[src/rtl/gcd_pkg.sv]
// Shared types and sizing helpers for the Stein binary GCD engine.
// Optional iteration counter is enabled with the GCD_ITER_CNT_EN macro.
package gcd_pkg;

    localparam int GCD_DEFAULT_WIDTH = 16;

    typedef enum logic [1:0] {
        S_IDLE   = 2'd0,
        S_ALIGN  = 2'd1,
        S_REDUCE = 2'd2,
        S_DONE   = 2'd3
    } state_e;

    // One datapath action per cycle, decoded by the controller.
    typedef enum logic [3:0] {
        DP_HOLD       = 4'd0,
        DP_LOAD       = 4'd1,
        DP_LOAD_ZERO  = 4'd2,
        DP_SHIFT_BOTH = 4'd3,
        DP_SHR_A      = 4'd4,
        DP_SHR_B      = 4'd5,
        DP_SUB_A      = 4'd6,
        DP_SUB_B      = 4'd7,
        DP_RES_AB     = 4'd8
    } dp_op_e;

    function automatic int gcd_max_cyc(input int width);
        return 4 * width + 2;
    endfunction

    function automatic int gcd_cnt_width(input int max_cyc);
        return $clog2(max_cyc + 1);
    endfunction

endpackage

[src/rtl/gcd_stein_dp.sv]
// Stein GCD datapath: a/b operands, common-power-of-two count k and result
// register, updated by one decoded action per cycle.
module gcd_stein_dp
    import gcd_pkg::*;
#(
    parameter int number_width = GCD_DEFAULT_WIDTH
)
(
    input  logic                    clk_i,
    input  logic                    rst_ni,
    input  dp_op_e                  op_i,
    input  logic [number_width-1:0] a_in_i,
    input  logic [number_width-1:0] b_in_i,
    output logic                    a_lsb_o,
    output logic                    b_lsb_o,
    output logic                    eq_o,
    output logic                    a_gt_b_o,
    output logic [number_width-1:0] res_o
);

    localparam int K_W = $clog2(number_width);

    logic [number_width-1:0] a_q, a_d;
    logic [number_width-1:0] b_q, b_d;
    logic [K_W-1:0]          k_q, k_d;
    logic [number_width-1:0] res_q, res_d;

    always_comb begin
        a_d   = a_q;
        b_d   = b_q;
        k_d   = k_q;
        res_d = res_q;
        case (op_i)
            DP_LOAD: begin
                a_d = a_in_i;
                b_d = b_in_i;
                k_d = '0;
            end
            DP_LOAD_ZERO: begin
                a_d   = a_in_i;
                b_d   = b_in_i;
                k_d   = '0;
                res_d = a_in_i | b_in_i;
            end
            DP_SHIFT_BOTH: begin
                a_d = a_q >> 1;
                b_d = b_q >> 1;
                k_d = k_q + K_W'(1);
            end
            DP_SHR_A:  a_d = a_q >> 1;
            DP_SHR_B:  b_d = b_q >> 1;
            // The larger operand is always the minuend, so no underflow.
            DP_SUB_A:  a_d = a_q - b_q;
            DP_SUB_B:  b_d = b_q - a_q;
            DP_RES_AB: res_d = a_q << k_q;
            default: ;
        endcase
    end

    always_ff @(posedge clk_i or negedge rst_ni) begin
        if (!rst_ni) begin
            a_q   <= '0;
            b_q   <= '0;
            k_q   <= '0;
            res_q <= '0;
        end else begin
            a_q   <= a_d;
            b_q   <= b_d;
            k_q   <= k_d;
            res_q <= res_d;
        end
    end

    assign a_lsb_o  = a_q[0];
    assign b_lsb_o  = b_q[0];
    assign eq_o     = (a_q == b_q);
    assign a_gt_b_o = (a_q > b_q);
    assign res_o    = res_q;

endmodule

[src/rtl/gcd_stein_unit.sv]
// Stein binary GCD engine with ready/valid on both sides, one op in flight.
// Define GCD_ITER_CNT_EN to add the iter_cnt output (cycles spent in ALIGN/REDUCE).
module gcd_stein_unit
    import gcd_pkg::*;
#(
    parameter int number_width = GCD_DEFAULT_WIDTH,
    parameter int MAX_CYC      = gcd_max_cyc(number_width)
)
(
    input  logic                    clk,
    input  logic                    rst,
    input  logic                    in_valid,
    output logic                    in_ready,
    input  logic [number_width-1:0] a_in,
    input  logic [number_width-1:0] b_in,
    output logic                    out_valid,
    input  logic                    out_ready,
    output logic [number_width-1:0] res,
    output logic                    zero_in,
    output logic                    busy,
    output state_e                  state_dbg
`ifdef GCD_ITER_CNT_EN
    ,
    output logic [gcd_cnt_width(MAX_CYC)-1:0] iter_cnt
`endif
);

    if (number_width < 2 || MAX_CYC < 4 * number_width + 2) begin : g_param_check
        $error("gcd_stein_unit: number_width must be >= 2 and MAX_CYC >= 4*number_width+2");
    end

    state_e state_q;
    logic   in_ready_q;
    logic   out_valid_q;
    logic   busy_q;
    logic   zero_in_q;

    dp_op_e dp_op;
    logic   a_lsb, b_lsb, eq, a_gt_b;
    logic   accept;
    logic   ops_zero;

    // Handshake: a transfer happens on a rising edge where valid and ready are
    // both high; in_ready is high only in IDLE, out_valid only in DONE, and
    // res/zero_in stay frozen while out_valid waits for out_ready.
    assign accept   = (state_q == S_IDLE) && in_valid;
    assign ops_zero = (a_in == '0) || (b_in == '0);

    always_comb begin
        dp_op = DP_HOLD;
        case (state_q)
            S_IDLE: begin
                if (in_valid) dp_op = ops_zero ? DP_LOAD_ZERO : DP_LOAD;
            end
            S_ALIGN: begin
                if (!a_lsb && !b_lsb) dp_op = DP_SHIFT_BOTH;
            end
            S_REDUCE: begin
                if (eq)          dp_op = DP_RES_AB;
                else if (!a_lsb) dp_op = DP_SHR_A;
                else if (!b_lsb) dp_op = DP_SHR_B;
                else if (a_gt_b) dp_op = DP_SUB_A;
                else             dp_op = DP_SUB_B;
            end
            default: dp_op = DP_HOLD;
        endcase
    end

    always_ff @(posedge clk or negedge rst) begin
        if (!rst) begin
            state_q     <= S_IDLE;
            in_ready_q  <= 1'b1;
            out_valid_q <= 1'b0;
            busy_q      <= 1'b0;
            zero_in_q   <= 1'b0;
        end else begin
            case (state_q)
                S_IDLE: begin
                    if (in_valid) begin
                        in_ready_q <= 1'b0;
                        if (ops_zero) begin
                            state_q     <= S_DONE;
                            out_valid_q <= 1'b1;
                            zero_in_q   <= 1'b1;
                        end else begin
                            state_q   <= S_ALIGN;
                            busy_q    <= 1'b1;
                            zero_in_q <= 1'b0;
                        end
                    end
                end
                S_ALIGN: begin
                    if (a_lsb || b_lsb) state_q <= S_REDUCE;
                end
                S_REDUCE: begin
                    if (eq) begin
                        state_q     <= S_DONE;
                        busy_q      <= 1'b0;
                        out_valid_q <= 1'b1;
                    end
                end
                S_DONE: begin
                    if (out_ready) begin
                        state_q     <= S_IDLE;
                        out_valid_q <= 1'b0;
                        in_ready_q  <= 1'b1;
                    end
                end
                default: state_q <= S_IDLE;
            endcase
        end
    end

    gcd_stein_dp #(
        .number_width(number_width)
    ) u_dp (
        .clk_i   (clk),
        .rst_ni  (rst),
        .op_i    (dp_op),
        .a_in_i  (a_in),
        .b_in_i  (b_in),
        .a_lsb_o (a_lsb),
        .b_lsb_o (b_lsb),
        .eq_o    (eq),
        .a_gt_b_o(a_gt_b),
        .res_o   (res)
    );

`ifdef GCD_ITER_CNT_EN
    localparam int CNT_W = gcd_cnt_width(MAX_CYC);
    logic [CNT_W-1:0] iter_cnt_q;

    always_ff @(posedge clk or negedge rst) begin
        if (!rst) begin
            iter_cnt_q <= '0;
        end else if (accept) begin
            iter_cnt_q <= '0;
        end else if (state_q == S_ALIGN || state_q == S_REDUCE) begin
            iter_cnt_q <= iter_cnt_q + CNT_W'(1);
        end
    end

    assign iter_cnt = iter_cnt_q;
`endif

    assign in_ready  = in_ready_q;
    assign out_valid = out_valid_q;
    assign busy      = busy_q;
    assign zero_in   = zero_in_q;
    assign state_dbg = state_q;

endmodule
[config.mk]
export PLATFORM = sky130hd
export DESIGN_NAME = gcd_stein_unit
export DESIGN_NICKNAME = d
export VERILOG_FILES = /design/src/rtl/gcd_pkg.sv /design/src/rtl/gcd_stein_dp.sv /design/src/rtl/gcd_stein_unit.sv
export SDC_FILE = /design/constraint.sdc
export NUM_CORES = 1
export LEC_CHECK = 0
export BUFFER_PORTS_ARGS = -buffer_cell sky130_fd_sc_hd__buf_4
export CORE_MARGIN = 8
export CORE_UTILIZATION = 31
export CTS_CLUSTER_DIAMETER = 40
export CTS_CLUSTER_SIZE = 8
export DETAILED_ROUTE_END_ITERATION = 7
export PLACE_DENSITY = 0.47
export SETUP_SLACK_MARGIN = 0.15
export SYNTH_ARGS = -nofsm -noshare
export SYNTH_HDL_FRONTEND = slang
export SYNTH_SLANG_ARGS = --single-unit
[constraint.sdc]
create_clock -name clk -period 4.6 [get_ports clk]
set_input_delay 0.23 -clock clk [delete_from_list [all_inputs] [get_ports clk]]
set_output_delay 0.23 -clock clk [all_outputs]
set_load 0.01 [all_outputs]
==> results of run 1 <==
worst max-delay path by stage:
stage                                  from                       end  slack (ps)  depth (start not counted)
floorplan           u_dp.a_q[0]$_DFFE_PN0P_  u_dp.a_q[15]$_DFFE_PN0P_        1200                         15
global placement    u_dp.b_q[7]$_DFFE_PN0P_   u_dp.b_q[5]$_DFFE_PN0P_         960                         12
detailed placement  u_dp.b_q[8]$_DFFE_PN0P_   u_dp.b_q[8]$_DFFE_PN0P_         920                         12
CTS                 u_dp.b_q[8]$_DFFE_PN0P_   u_dp.b_q[8]$_DFFE_PN0P_         920                         12
global route        u_dp.b_q[8]$_DFFE_PN0P_   u_dp.b_q[8]$_DFFE_PN0P_         580                         12
finish              u_dp.a_q[8]$_DFFE_PN0P_   u_dp.b_q[8]$_DFFE_PN0P_         890                         11
state kept, by name, summed over array words and instances, names as in the netlist:
signal      cells
state_dbg       2
out_valid       1
u_dp.a_q       16
zero_in         1
u_dp.res_o     16
u_dp.b_q       16
u_dp.k_q        4
busy            1
in_ready        1
power by group:
| group | internal, uW | switching (uW) | leakage, uW |
|---|---|---|---|
| Sequential | 777 | 341 | 0.000697 |
| Combinational | 1780 | 2480 | 0.00199 |
| Clock | 534 | 255 | 0.000172 |
cells in the mapped netlist (5+ instances only):
| library cell | count | area share |
|---|---|---|
| nor2_1 | 64 | 0.045 |
| dfrtp_1 | 57 | 0.27 |
| nand2_1 | 51 | 0.036 |
| inv_1 | 47 | 0.033 |
| o21ai_0 | 45 | 0.042 |
| a21oi_1 | 39 | 0.037 |
| ha_1 | 38 | 0.089 |
| a22oi_1 | 24 | 0.034 |
| mux2i_1 | 24 | 0.045 |
| clkbuf_1 | 16 | 0.011 |
| buf_2 | 14 | 0.013 |
| xnor2_1 | 14 | 0.023 |
| nor3_1 | 13 | 0.012 |
| a21o_1 | 11 | 0.015 |
| a222oi_1 | 11 | 0.021 |
| a221oi_1 | 8 | 0.013 |
| and2_1 | 8 | 0.0094 |
| nor4_1 | 8 | 0.0094 |
| xor2_1 | 8 | 0.013 |
| a221o_1 | 7 | 0.013 |
| o31a_1 | 7 | 0.011 |
| a211oi_1 | 6 | 0.0084 |
| a31oi_1 | 6 | 0.0070 |
| mux4_2 | 6 | 0.025 |
| nand3_1 | 6 | 0.0056 |
| nand4_1 | 6 | 0.0070 |
| o21a_1 | 6 | 0.0084 |
| buf_4 | 5 | 0.0070 |
| o21ai_1 | 5 | 0.0047 |
layout make-up:
type                       instances  share of cell area
sequential                        58               0.230
tap                              225              0.0445
inverter                          47              0.0279
timing repair buffer              72              0.0855
clock buffer                      13              0.0443
clock inverter                     3              0.0109
multi-input combinational        489               0.557
layer usage:
layer  part of all wire  global-route usage
met4              0.019              0.0571
met2               0.46               0.286
met1               0.46               0.234
met5                  0                   0
met3              0.052              0.0391
cells in the final DEF, fill, tap and decap left out, types with 3 or more instances in the layout:
master / instances
nor3_1: 13
nor2_1: 64
nor2b_1: 3
dfrtp_1: 57
o21a_1: 6
clkbuf_16: 9
nand2b_1: 4
buf_4: 72
a22o_1: 3
a222oi_1: 11
a21oi_1: 39
a221o_1: 7
a22oi_1: 24
a21o_1: 11
a211oi_1: 6
nand2_1: 51
mux4_2: 6
a31oi_1: 5
and2_1: 8
o31a_1: 7
inv_1: 47
mux2_2: 3
o21ai_1: 4
ha_1: 38
xnor2_1: 14
nand3_1: 6
nand4_1: 6
o21ai_0: 45
o211a_1: 3
clkbuf_8: 4
xor2_1: 8
and3_1: 4
nor4_1: 8
mux2i_1: 24
a221oi_1: 8
o211ai_1: 4
critical path, cell delays in order (launching register included):
cell and delay [ps]:
dfrtp_1 440, ha_1 470, and4_1 280, nand3_2 100, o31a_1 560, nand4_1 210
nor2_1 420, nor3_2 90, o21ai_2 200, and2_1 430, buf_4 250, a22oi_1 100
kinds of logic (layout without fill, tap and decap cells):
family                     count (synthesis)  in the layout  synth area share
AOI/OAI and AO/OA                        209            209             0.279
xor gates and xnor gates                  22             22            0.0361
adders and majority gates                 40             40            0.0966
buffers and inverters                     86            135            0.0701
DFF                                       58             58             0.272
muxes                                     34             34            0.0787
and+or+nand+nor                          184            184             0.167
stage by stage:
stage                     area (um^2)  instances
final                            6320        907
after global routing             6320        907
after CTS                        6320        907
after detailed placement         5970        891
after global placement           5970        891
after floorplan                  5340        633
==> metrics.md, run 1 <==
| Metric | Value |
|---|---|
| Total number of vias | 5126 |
| Max-slew violations | 0 |
| DP Worst Slack | 921 ps |
| R2R depth | 11 |
| Slew @ Worst Pin | 823 ps |
| Sequential area share after synthesis | 0.272 |
| Die area | 21700 um^2 |
| CTS H-tree lvls | 3 |
| Layout area overhead | 18.4% |
| Worst Skew | 7.98 ps |
| Status | finished, violations left |
| Fillers | 1810 |
| Synthesized area per cell | 8.43 um^2 |
| IO Count | 58 |
| EDFF count, synth | 0 |
| Slew margin rel. | 0.451 |
| Cts bufs inserted | 9 |
| GRT overflow | 0 |
| Core Footprint | 17100 um^2 |
| Syn Nets | 709 |
| Synth Flop Type | dfrtp_1 |
| Static Leakage | 0.00286 uW |
| Fin nets | 753 |
| Clk pin slew, worst setup/hold paths | 50 ps |
| ANT cells | 0 |
| Final Total Pwr | 6170 uW |
| Via/cell ratio | 5.65 |
| Initial Utilization | 0.313 |
| Endpoints failing setup | 0 |
| DRC violations left | 0 |
| DP Wirelength | 15100 um |
| Syn. warnings | 0 |
| Worst hold margin | -12.2 ps |
| Fmax | 0.270 GHz |
| Synthesized flop and latch total | 58 |
| Pin count of the biggest net entering global routing | 59 |
| Final Cycle Share | 0.806 |
| Worst EP arrival | 3920 ps |
| Max VDD drop | 0.322 mV |
| Row Count | 48 |
| Crit end category | register |
| # resized after CTS | 0 |
| Pre-antenna DRT Iters | 6 |
| Hold Path Class | in -> async |
| Post-synth cell types | 73 |
| RSZ-0062 raised after global routing | false |
| CP startpoint kind | register |
| Hold Buf Count CTS | 0 |
| Clock Root Buffer | clkbuf_16 |
| Die width | 147 um |
| MaxCap Viol Count | 0 |
| Global-route wire length before repair | 30100 um |
| Layout cell share with drive strength beyond 1 | 0.173 |
| Initial antenna violation count | 0 |
| All-Layer GR Usage | 0.179 |
| Final Hold Vio Count | 13 |
| Critical Path RT | 4820 ps |
| CP Max Fanout | 12 |
| Post-route ant nets | 0 |
| Reg-to-reg endpoint | u_dp.b_q[8]$_DFFE_PN0P_ |
| R2r setup slk | 890 ps |
| Gpl congestion | 0.892 |
| Fin util | 0.371 |
| Vias in the first global route | 5180 |
| Failing checks | hold timing |
| CP Class | reg -> reg |
| Die Ht | 147 um |
| Cell Pwr Density | 977 nW/um^2 |
| Worst setup margin | 893 ps |
| Setup bufs post-CTS | 0 |
| TritonCTS clock tree | built |
| WL/cell | 21.3 um |
| FF-to-FF Start | u_dp.a_q[8]$_DFFE_PN0P_ |
| Setup TNS | 0 ps |
| Post-route minimum period | 3710 ps |
| Cell count after synthesis | 633 |
| Clock buffer depth | 2 |
| Register area | 1450 um^2 |
| Port bufs | 57 |
| Drt total wl | 19300 um |
| Multi-input logic area | 3520 um^2 |
| Post-Syn Area | 5340 um^2 |
| DR iter-0 viols | 411 |
| Clock sink count | 58 |
| Skew-Pair Late Insertion Delay | 350 ps |
| Fraction of registers with async set/reset | 1.00 |
Power figures use the tool's default switching activity.
==> run 2, diff against run 1 <==
- PLACE_DENSITY: 0.47 -> 0.48
- clock period: 4.6 -> 3.4 ns (I/O delays scaled with it)
==> metrics.md, run 2 (synthesis results as in run 1) <==
| Metric | Value |
|---|---|
| Sequential share of power | 0.150 (-0.031) |
| Endpoints failing setup | 0 (unchanged) |
| Vias in the first global route | 5372 (+3.7%) |
| Cell Pwr Density | 1360 nW/um^2 (+39%) |
| DR iter-0 viols | 400 (-2.7%) |
| Final Hold Vio Count | 0 (-13) |
| Layout area overhead | 29.9% |
| Layout cell share with drive strength beyond 1 | 0.262 (+0.0892) |
| Slew @ Worst Pin | 829 ps (+5.64 ps) |
| CP startpoint kind | register |
| Fin area | 6940 um^2 (+9.7%) |
| Die Ht | 147 um (unchanged) |
| RSZ-0062 raised after global routing | true |
| Clock buffer depth | 2 (unchanged) |
| Skew-Pair Late Insertion Delay | 340 ps (about the same) |
| ANT cells | 0 (unchanged) |
| Status | finished, final reports clean |
| Commonest non-fill, non-tap cell in the layout | buf_4 |
| Die width | 147 um (unchanged) |
| CTS H-tree lvls | 3 (unchanged) |
| Max VDD drop | 0.470 mV (+46%) |
| Switching Fraction | 0.479 (-0.0199) |
| Static Leakage | 0.00316 uW (+10%) |
| Global-route wire length before repair | 30600 um (+1.7%) |
| Commonest non-fill, non-tap cells in the layout | buf_4, nor2_1, dfrtp_1 |
| Drt total wl | 20200 um (+4.6%) |
| DP Worst Slack | -81.6 ps (-1000 ps) |
| All-Layer GR Usage | 0.183 (+0.00403) |
| Cts bufs inserted | 9 (unchanged) |
| CP Class | reg -> reg |
| Clk pin slew, worst setup/hold paths | 50 ps (about the same) |
| Clock Root Buffer | clkbuf_16 |
| Clock share of power | 0.123 (-0.005) |
| Post-Place Cells | 935 (+4.9%) |
| Max-slew violations | 0 (unchanged) |
| Worst EP arrival | 3420 ps (-500 ps) |
| Pre-antenna DRT Iters | 6 (unchanged) |
| Gpl congestion | 0.945 (+5.9%) |
| WL/cell | 21.0 um (-1.3%) |
| GRT overflow | 0 (unchanged) |
| Worst setup margin | 235 ps (-658 ps) |
| Post-DP Area | 6330 um^2 (+6.0%) |
| IO Count | 58 (unchanged) |
| Fmax | 0.316 GHz (+17%) |
| Slew margin rel. | 0.447 (-0.00376) |
| Worst Skew | 6.16 ps (-1.82 ps) |
| Combinational power share | 0.727 (+0.036) |
| Finished Layout Cells | 961 (+6.0%) |
| Final Total Pwr | 9420 uW (+53%) |
| Post-route ant nets | 0 (unchanged) |
| Via/cell ratio | 5.59 (-1.1%) |
| DRC violations left | 0 (unchanged) |
| CP Max Fanout | 8 (-4) |
| Hold Path Class | in -> reg |
| Fin nets | 807 (+7.2%) |
| Port bufs | 57 (unchanged) |
| DP Wirelength | 15800 um (+4.3%) |
| Switching pwr | 4510 uW (+46%) |
| Critical Path RT | 3650 ps (-1170 ps) |
| Total number of vias | 5369 (+4.7%) |
| Initial Utilization | 0.313 (unchanged) |
| Pin count of the biggest net entering global routing | 59 (unchanged) |
| Internal Pwr Total | 4910 uW (+59%) |
| TritonCTS clock tree | built |
| MaxCap Viol Count | 0 (unchanged) |
| Initial antenna violation count | 0 (unchanged) |
| Clock sink count | 58 (unchanged) |
| Crit end category | register |
| Die area | 21700 um^2 (unchanged) |
| Core Footprint | 17100 um^2 (unchanged) |
| Row Count | 48 (unchanged) |
| Post-route minimum period | 3160 ps (-542 ps) |
| Final Cycle Share | 0.931 (+0.125) |
run 2: worst paths after layout:
path | from | end | slack [ps] | cells after the start
min reg2reg | u_dp.res_o[15]$_DFFE_PN0P_ | u_dp.res_o[15]$_DFFE_PN0P_ | 470 | 1
min | out_ready | in_ready$_DFFE_PN1P_ | 120 | 3
max | u_dp.b_q[15]$_DFFE_PN0P_ | u_dp.b_q[2]$_DFFE_PN0P_ | 240 | 14
max reg2reg | u_dp.b_q[15]$_DFFE_PN0P_ | u_dp.b_q[2]$_DFFE_PN0P_ | 240 | 14
max in group asynchronous | rst | u_dp.b_q[0]$_DFFE_PN0P_ | 2320 | 2
min in group asynchronous | rst | u_dp.res_o[8]$_DFFE_PN0P_ | 450 | 2
run 2: stage by stage:
stage | util | setup TNS (ps) | hold WS [ps]
after floorplan | - | 0 | -126
after global placement | 0.371 | -399 | 314
after detailed placement | 0.371 | -838 | 320
after CTS | 0.397 | 0 | 111
after global routing | 0.407 | 0 | 140
final | 0.407 | 0 | 118
run 2: worst max-delay path, stage by stage, from the launching register on:
cell     delay, ps
dfrtp_1        360
inv_1           50
ha_1           380
and4_2         310
nand4_1        150
o31a_4         370
nand4_1        200
nor2_4          70
buf_4          160
nor3_4         190
o21ai_4         90
buf_4          160
and2_2         200
buf_4          180
a22oi_1        190
run 2: what timing repair did:
action                                  4_1_cts  5_1_grt
endpoints found under the setup margin       43       46
hold endpoints to repair                     57        0
setup buffers                                 5        4
cloned                                        0        0
hold buffers                                  1        0
pin swaps                                     2        3
gates resized for setup                       5       29
run 2: cell type report:
class / instances / area [um^2]
Multi-Input combinational cell: 489 / 3680
Sequential cell: 58 / 1460
Tap cell: 225 / 282
Inverter: 47 / 176
Clock inverter: 5 / 125
Clock buffer: 11 / 243
Fill cell: 1789 / 10100
Timing Repair Buffer: 126 / 977
run 2: per-layer routing:
layer  vias up  GRT usage  wire, um
met4         0     0.0648       472
met1      2604      0.227      8750
met3        36     0.0572      1660
li1       2512          -         -
met5         -          0         0
met2       217      0.292      9290
run 2: power groups by stage:
stage          Combinational, uW  Sequential (uW)  Clock [uW]
2_1_floorplan               4320             1360           0
3_3_place_gp                6340             1410           0
3_5_place_dp                6370             1410           0
4_1_cts                     6520             1400        1180
5_1_grt                     7450             1460        1210
6_report                    6850             1410        1160
